$ cat src/rtl/execution_mc.sv
// Execute stage with single-cycle ALU/branch path and an iterative radix-2 multiply/divide unit.
// Results sit in one output register handed to the LSU with a valid/ready handshake.
package execution_mc_pkg;
  typedef enum logic [3:0] {
    ALU_ADD  = 4'd0,
    ALU_SUB  = 4'd1,
    ALU_SLL  = 4'd2,
    ALU_SLT  = 4'd3,
    ALU_SLTU = 4'd4,
    ALU_XOR  = 4'd5,
    ALU_SRL  = 4'd6,
    ALU_SRA  = 4'd7,
    ALU_OR   = 4'd8,
    ALU_AND  = 4'd9
  } alu_opcode_t;
endpackage

module execution_mc
  import execution_mc_pkg::*;
#(
  parameter int XLEN  = 32,
  parameter int MD_EN = 1
) (
  input  logic              i_clk,
  input  logic              i_rst_n,
  input  logic              i_valid,
  output logic              o_ready,
  output logic              o_valid,
  input  logic              i_ready,
  input  logic              i_flush,
  input  alu_opcode_t       i_alu_opcode,
  input  logic [XLEN-1:0]   i_alu_op1,
  input  logic [XLEN-1:0]   i_alu_op2,
  input  logic              i_is_md,
  input  logic [2:0]        i_md_op,
  input  logic [4:0]        i_rd_id,
  input  logic              i_is_reg_write,
  input  logic              i_is_load,
  input  logic              i_is_store,
  input  logic              i_is_jump,
  input  logic              i_is_branch,
  input  logic [2:0]        i_branch_type,
  input  logic [2:0]        i_load_store_type,
  input  logic [XLEN-1:0]   i_jump_address,
  input  logic [XLEN-1:0]   i_store_data,
  output logic              o_branch_enable,
  output logic [XLEN-1:0]   o_branch_address,
  output logic              o_is_reg_write,
  output logic              o_is_mem_read,
  output logic              o_is_mem_write,
  output logic [4:0]        o_rd_id,
  output logic [2:0]        o_load_store_type,
  output logic [XLEN-1:0]   o_mem_address,
  output logic [XLEN-1:0]   o_mem_data,
  output logic [XLEN-1:0]   o_reg_data,
  output logic              o_dbg_state
);

  localparam int SHW = $clog2(XLEN);
  localparam int CW  = $clog2(XLEN);
  localparam logic [CW-1:0] LAST = CW'(XLEN - 1);

  typedef enum logic {S_IDLE = 1'b0, S_BUSY = 1'b1} state_t;

  state_t            state_q;
  logic              valid_q, ben_q, rw_q, mr_q, mw_q;
  logic [4:0]        rd_q;
  logic [2:0]        lst_q;
  logic [XLEN-1:0]   baddr_q, maddr_q, mdata_q, rdata_q;

  logic [2:0]        md_op_q;
  logic              md_neg_q, md_rneg_q, md_div0_q, md_rw_q;
  logic [4:0]        md_rd_q;
  logic [2:0]        md_lst_q;
  logic [XLEN-1:0]   md_b_q, md_hi_q, md_lo_q, md_hi_d, md_lo_d;
  logic [CW-1:0]     cnt_q;

  logic [XLEN-1:0]   alu_res;
  logic              taken, accept, md_go;
  logic              a_signed, b_signed, a_neg, b_neg;
  logic [XLEN-1:0]   a_mag, b_mag;
  logic [XLEN:0]     mul_sum, div_shift, div_diff;
  logic [2*XLEN-1:0] prod_fix;
  logic [XLEN-1:0]   quot, rem, md_res;

  // Handshake: an op is taken when i_valid && o_ready; a result leaves when o_valid && i_ready.
  assign o_ready = (state_q == S_IDLE) && (!valid_q || i_ready);
  assign accept  = i_valid && o_ready;
  assign md_go   = i_is_md && (MD_EN != 0);

  always_comb begin
    alu_res = '0;
    case (i_alu_opcode)
      ALU_ADD:  alu_res = i_alu_op1 + i_alu_op2;
      ALU_SUB:  alu_res = i_alu_op1 - i_alu_op2;
      ALU_SLL:  alu_res = i_alu_op1 << i_alu_op2[SHW-1:0];
      ALU_SLT:  alu_res = {{(XLEN-1){1'b0}}, $signed(i_alu_op1) < $signed(i_alu_op2)};
      ALU_SLTU: alu_res = {{(XLEN-1){1'b0}}, i_alu_op1 < i_alu_op2};
      ALU_XOR:  alu_res = i_alu_op1 ^ i_alu_op2;
      ALU_SRL:  alu_res = i_alu_op1 >> i_alu_op2[SHW-1:0];
      ALU_SRA:  alu_res = $unsigned($signed(i_alu_op1) >>> i_alu_op2[SHW-1:0]);
      ALU_OR:   alu_res = i_alu_op1 | i_alu_op2;
      ALU_AND:  alu_res = i_alu_op1 & i_alu_op2;
      default:  alu_res = '0;
    endcase
  end

  always_comb begin
    taken = 1'b0;
    if (i_is_branch) begin
      case (i_branch_type)
        3'b000:  taken = (alu_res == '0);
        3'b001:  taken = (alu_res != '0);
        3'b100:  taken = $signed(i_alu_op1) < $signed(i_alu_op2);
        3'b101:  taken = $signed(i_alu_op1) >= $signed(i_alu_op2);
        3'b110:  taken = i_alu_op1 < i_alu_op2;
        3'b111:  taken = i_alu_op1 >= i_alu_op2;
        default: taken = 1'b0;
      endcase
    end
    if (i_is_jump) taken = 1'b1;
  end

  // The MD unit works on magnitudes; signs are reapplied on the final cycle.
  always_comb begin
    a_signed = (i_md_op != 3'b011) && (i_md_op != 3'b101) && (i_md_op != 3'b111);
    b_signed = a_signed && (i_md_op != 3'b010);
    a_neg    = a_signed && i_alu_op1[XLEN-1];
    b_neg    = b_signed && i_alu_op2[XLEN-1];
    a_mag    = a_neg ? -i_alu_op1 : i_alu_op1;
    b_mag    = b_neg ? -i_alu_op2 : i_alu_op2;
  end

  always_comb begin
    mul_sum   = {1'b0, md_hi_q} + (md_lo_q[0] ? {1'b0, md_b_q} : '0);
    div_shift = {md_hi_q, md_lo_q[XLEN-1]};
    div_diff  = div_shift - {1'b0, md_b_q};
    if (md_op_q[2]) begin
      if (!div_diff[XLEN]) begin
        md_hi_d = div_diff[XLEN-1:0];
        md_lo_d = {md_lo_q[XLEN-2:0], 1'b1};
      end else begin
        md_hi_d = div_shift[XLEN-1:0];
        md_lo_d = {md_lo_q[XLEN-2:0], 1'b0};
      end
    end else begin
      md_hi_d = mul_sum[XLEN:1];
      md_lo_d = {mul_sum[0], md_lo_q[XLEN-1:1]};
    end
  end

  always_comb begin
    prod_fix = md_neg_q ? -{md_hi_d, md_lo_d} : {md_hi_d, md_lo_d};
    quot     = md_div0_q ? '1 : (md_neg_q ? -md_lo_d : md_lo_d);
    rem      = md_rneg_q ? -md_hi_d : md_hi_d;
    case (md_op_q)
      3'b000:                 md_res = prod_fix[XLEN-1:0];
      3'b001, 3'b010, 3'b011: md_res = prod_fix[2*XLEN-1:XLEN];
      3'b100, 3'b101:         md_res = quot;
      default:                md_res = rem;
    endcase
  end

  always_ff @(posedge i_clk or negedge i_rst_n) begin
    if (!i_rst_n) begin
      state_q   <= S_IDLE;
      valid_q   <= 1'b0;
      ben_q     <= 1'b0;
      rw_q      <= 1'b0;
      mr_q      <= 1'b0;
      mw_q      <= 1'b0;
      rd_q      <= '0;
      lst_q     <= '0;
      baddr_q   <= '0;
      maddr_q   <= '0;
      mdata_q   <= '0;
      rdata_q   <= '0;
      md_op_q   <= '0;
      md_neg_q  <= 1'b0;
      md_rneg_q <= 1'b0;
      md_div0_q <= 1'b0;
      md_rw_q   <= 1'b0;
      md_rd_q   <= '0;
      md_lst_q  <= '0;
      md_b_q    <= '0;
      md_hi_q   <= '0;
      md_lo_q   <= '0;
      cnt_q     <= '0;
    end else if (i_flush) begin
      state_q <= S_IDLE;
      valid_q <= 1'b0;
      ben_q   <= 1'b0;
    end else begin
      case (state_q)
        S_IDLE: begin
          if (accept && md_go) begin
            state_q   <= S_BUSY;
            valid_q   <= 1'b0;
            ben_q     <= 1'b0;
            cnt_q     <= '0;
            md_op_q   <= i_md_op;
            md_neg_q  <= a_neg ^ b_neg;
            md_rneg_q <= a_neg;
            md_div0_q <= (i_alu_op2 == '0);
            md_rw_q   <= i_is_reg_write;
            md_rd_q   <= i_rd_id;
            md_lst_q  <= i_load_store_type;
            md_hi_q   <= '0;
            md_b_q    <= i_md_op[2] ? b_mag : a_mag;
            md_lo_q   <= i_md_op[2] ? a_mag : b_mag;
          end else if (accept) begin
            // With MD disabled an MD op lands here and writes 0 with no side effects.
            valid_q <= 1'b1;
            ben_q   <= taken && !i_is_md;
            baddr_q <= i_jump_address;
            rw_q    <= i_is_reg_write || (i_is_load && !i_is_md);
            mr_q    <= i_is_load && !i_is_md;
            mw_q    <= i_is_store && !i_is_md;
            rd_q    <= i_rd_id;
            lst_q   <= i_load_store_type;
            maddr_q <= ((i_is_load || i_is_store) && !i_is_md) ? alu_res : '0;
            mdata_q <= (i_is_store && !i_is_md) ? i_store_data : '0;
            rdata_q <= (i_is_reg_write && !i_is_load && !i_is_md) ? alu_res : '0;
          end else if (valid_q && i_ready) begin
            valid_q <= 1'b0;
            ben_q   <= 1'b0;
          end
        end
        S_BUSY: begin
          md_hi_q <= md_hi_d;
          md_lo_q <= md_lo_d;
          cnt_q   <= cnt_q + 1'b1;
          if (cnt_q == LAST) begin
            state_q <= S_IDLE;
            valid_q <= 1'b1;
            ben_q   <= 1'b0;
            baddr_q <= '0;
            rw_q    <= md_rw_q;
            mr_q    <= 1'b0;
            mw_q    <= 1'b0;
            rd_q    <= md_rd_q;
            lst_q   <= md_lst_q;
            maddr_q <= '0;
            mdata_q <= '0;
            rdata_q <= md_rw_q ? md_res : '0;
          end
        end
        default: state_q <= S_IDLE;
      endcase
    end
  end

  assign o_valid           = valid_q;
  assign o_branch_enable   = ben_q;
  assign o_branch_address  = baddr_q;
  assign o_is_reg_write    = rw_q;
  assign o_is_mem_read     = mr_q;
  assign o_is_mem_write    = mw_q;
  assign o_rd_id           = rd_q;
  assign o_load_store_type = lst_q;
  assign o_mem_address     = maddr_q;
  assign o_mem_data        = mdata_q;
  assign o_reg_data        = rdata_q;
  assign o_dbg_state       = (state_q == S_BUSY);

endmodule

$ cat config.mk
export PLATFORM = sky130hd
export DESIGN_NAME = execution_mc
export DESIGN_NICKNAME = d
export VERILOG_FILES = /design/src/rtl/execution_mc.sv
export SDC_FILE = /design/constraint.sdc
export NUM_CORES = 1
export LEC_CHECK = 0
export ABC_CLOCK_PERIOD_IN_PS = 6780
export CAP_MARGIN = 30
export CORE_MARGIN = 2
export CORE_UTILIZATION = 55
export DETAILED_ROUTE_END_ITERATION = 7
export PLACE_DENSITY = 0.76
export SYNTH_ARGS = -nofsm -noshare
export SYNTH_HDL_FRONTEND = slang
export SYNTH_SLANG_ARGS = --single-unit
$ cat constraint.sdc
create_clock -name i_clk -period 6.78 [get_ports i_clk]
set_clock_uncertainty 0.2 [all_clocks]
set_input_delay 1.356 -clock i_clk [delete_from_list [all_inputs] [get_ports i_clk]]
set_output_delay 1.356 -clock i_clk [all_outputs]
set_load 0.005 [all_outputs]
==> flow_metrics.py <==
metrics = {
    "status": {
        "run_status": "finished clean",
    },
    "floorplanning": {
        "die_w_um": 235,
        "start_util": 0.557,
        "core-area_um2": 52700,
        "fp.dieArea_um2": 55200,
        "chipHeight_um": 235,
        "fp-row-count": 84,
        "top_level_ports": 300,
    },
    "drt": {
        "viasPerCell": 7.05,
        "vias": 33300,
        "drc": 0,
        "initialDrtViolationCount": 5087,
        "detail-route-antenna-nets": 0,
        "routed_wl_um": 140000,
        "wire_per_inst_um": 29.6,
        "drt_first_pass_iters": 7,
    },
    "logic_synthesis": {
        "syn_avg_cell_area_um2": 7.79,
        "synth-edff-count": 0,
        "synth_top_family_by_area": "compound AO/OA/AOI/OAI gates",
        "yosysSeqAreaShare": 0.220,
        "synth_cell_type_count": 112,
        "synthArstFlopShare": 1.00,
        "syn_area_um2": 29300,
        "synth_adder_area_share": 0.0752,
        "synth_mux_area_frac": 0.101,
        "synth_flop_cell": "dfrtp_1",
        "synth_nets": 4099,
        "yosys.area_share.simple": 0.192,
        "ys_ff_latch": 258,
        "synth_compound_area_frac": 0.290,
        "synth-xor-area-share": 0.0606,
        "yosysWarnings": 0,
        "syn_inst": 3768,
    },
    "clock_network": {
        "cts_buffers": 27,
        "cts-hold-fix-buffers": 0,
        "clk_latency_ns": 0.58,
        "clockRootBuffer": "clkbuf_16",
        "ctsResizeCount": 0,
        "cts_tree": "done",
        "htree_levels": 1,
        "path_clk_slew_ns": 0.07,
        "post_cts_buffers": 0,
        "clk_path_buf_depth": 3,
        "clock_sinks": 258,
    },
    "pwr": {
        "p_leak_nw": 14.7,
        "p_int_mw": 5.32,
        "power.density_nw_per_um2": 300,
        "combPwrFrac": 0.620,
        "swShare": 0.490,
        "p_seq_frac": 0.217,
        "clkPwrFrac": 0.163,
        "p_switching_mw": 5.10,
        "vdd_drop_max_v": 0.000217,
    },
    "placed_design": {
        "post_dp_cell_area_um2": 33700,
        "dp_cells": 4672,
        "gp_congestion": 1.10,
        "dp_worst_setup_slack_ns": 0.391,
        "dp_hpwl_um": 109000,
        "io_buffers": 299,
    },
    "critical_path": {
        "crit_buf_inv": 3,
        "endpoint_kind": "flop",
        "cp.arrival_ns": 6.51,
        "cpPeakStageDelay_ns": 0.66,
        "cp_top_family": "simple AND/OR/NAND/NOR gates",
        "cp_cell_sequence": "inv_1 -> ha_1 -> inv_1 -> fa_1 -> nand3_1 -> a21oi_1 -> buf_4 -> o2111ai_1 -> a21boi_4 -> o211ai_2 -> nor2_1 -> nor2_1 -> ha_1 -> nand2_1 -> nor4_1 -> nand4_1 -> or3_1 -> nand2_1 -> xnor2_1 -> a221oi_1 -> o221ai_1",
        "path_class": "reg -> reg",
        "cpMaxStageDelayCell": "or3_1",
        "crit_fanout": 9,
        "cp.required_ns": 7.00,
        "start_kind": "flop",
    },
    "sta": {
        "fin_crit_sh": 0.927,
        "tightest_slew_ns": 1.19,
        "fmax_mhz": 159,
        "hold_violations": 0,
        "slew_headroom": 0.209,
        "setup_viol": 0,
        "fin_ws_ns": 0.493,
        "period_needed_ns": 6.29,
        "drv_slew": 0,
        "rsz0062_at_grt": "no",
        "fin_setup_tns_ns": 0,
    },
    "global_route": {
        "grt_usage": 0.489,
        "global_route.peak_usage_layer": "met2",
        "antenna_found_initial": 4,
        "met2_usage": 0.758,
        "grt_overflow": 0,
        "grt_pass1_vias": 31600,
        "grt.met1_usage": 0.579,
        "grt_start_max_net_pins": 163,
        "globalRouteMet3Util": 0.104,
        "grt_first_pass_wirelength_um": 205000,
    },
    "final_layout": {
        "fillers": 4472,
        "drive_above_1_share": 0.106,
        "nNetsFinal": 4348,
        "area_delta_synth_final_pct": 18.5,
        "final_cell_area_um2": 34800,
        "final_cells": 4727,
        "final_cell_mix": "nand2_1, o21ai_0, clkdlybuf4s50_1",
        "layout_commonest_cell": "nand2_1",
    },
    "hold_path": {
        "min_path_type": "reg -> reg",
    },
    "job": {
        "maxCapViolCount": 0,
    },
}
[power by group through the flow]
stage	logic, mW	clock network, mW	registers [mW]
2_1_floorplan	4.03	0	2.11
3_3_place_gp	6.04	0	2.26
3_5_place_dp	6.14	0	2.27
4_1_cts	6.18	1.70	2.24
5_1_grt	6.82	1.75	2.29
6_report	6.46	1.70	2.26
[worst reg2reg max path, cell delays in order, from the launching register on]
cell	delay, ns
dfrtp_1	0.41
inv_1	0.10
ha_1	0.22
inv_1	0.07
fa_1	0.42
nand3_1	0.12
a21oi_1	0.07
buf_4	0.16
o2111ai_1	0.43
a21boi_4	0.13
o211ai_2	0.41
nor2_1	0.20
nor2_1	0.29
ha_1	0.22
nand2_1	0.16
nor4_1	0.44
nand4_1	0.48
or3_1	0.66
nand2_1	0.16
xnor2_1	0.08
a221oi_1	0.48
o221ai_1	0.21
[registers in the layout, indices dropped and copies added (netlist names), 5 cells and up]
| signal | flops |
|---|---|
| md_b_q | 32 |
| o_mem_data | 32 |
| o_branch_address | 32 |
| md_lo_q | 32 |
| md_hi_q | 32 |
| cnt_q | 5 |
| o_rd_id | 5 |
| md_rd_q | 5 |
| o_reg_data | 32 |
| o_mem_address | 32 |
[area by class of cell]
cell class	count	area, um^2	share of cell area
well taps	688	861	0.0248
inverters	165	619	0.0178
clock inverters	18	273	0.00785
diodes	1	2.50	0.0000720
multi-input cells	3057	21100	0.608
clock buffers	32	734	0.0211
repair buffers	508	4660	0.134
flip-flops and latches	258	6460	0.186
[synthesized netlist by cell type (41+ instances only)]
cell,n,share of area
a211oi_1,48,0.012
a21o_1,52,0.013
a21oi_1,283,0.048
a221oi_1,47,0.014
a22o_1,67,0.020
and2_1,54,0.012
clkbuf_1,225,0.029
dfrtp_1,258,0.22
ha_1,170,0.073
inv_1,157,0.020
mux2_2,46,0.018
mux2i_1,96,0.033
mux4_2,64,0.049
nand2_1,384,0.049
nand2b_1,62,0.013
nand3_1,59,0.010
nand4_1,43,0.0092
nor2_1,274,0.035
nor3_1,89,0.015
o211ai_1,44,0.011
o21ai_0,362,0.062
o31ai_1,41,0.010
xnor2_1,145,0.043
xor2_1,58,0.017
[per-stage QoR]
stage                     hold slack, ns  utilization  power, mW
after CTS                          0.283        0.659       10.1
after global placement             0.261        0.639       8.30
final                              0.280        0.660       10.4
after global routing               0.304        0.660       10.9
after floorplan                    0.261            -       6.13
after detailed placement           0.269        0.640       8.40
[metal layers]
metal  share of wire  vias up  wire (um)
met5         0.00011        -         16
met4            0.11        2      14900
met3            0.11      745      15600
met2            0.44     2516      61000
met1            0.35    15600      48500
li1                -    14400          -
[worst paths after layout]
| kind | to | slack [ns] | depth (start not counted) | from |
|---|---|---|---|---|
| max | o_reg_data[14] | 0.49 | 21 | md_lo_q[31] |
| min | o_mem_address[1] | 0.28 | 2 | o_mem_address[1] |
| max reg2reg | o_reg_data[14] | 0.49 | 21 | md_lo_q[31] |
| min reg2reg | o_mem_address[1] | 0.28 | 2 | o_mem_address[1] |
| max in group asynchronous | o_dbg_state | 4.35 | 2 | i_rst_n |
| min in group asynchronous | md_hi_q[26] | 0.61 | 1 | i_rst_n |
[logic make-up after synthesis]
group	after synthesis
AO/OA/AOI/OAI	1305
AND/OR/NAND/NOR	1166
buffers and inverters	453
flip-flops	258
multiplexers	209
XOR/XNOR	203
adder cells (fa/ha/maj)	174
(Power assumes the default switching activity.)
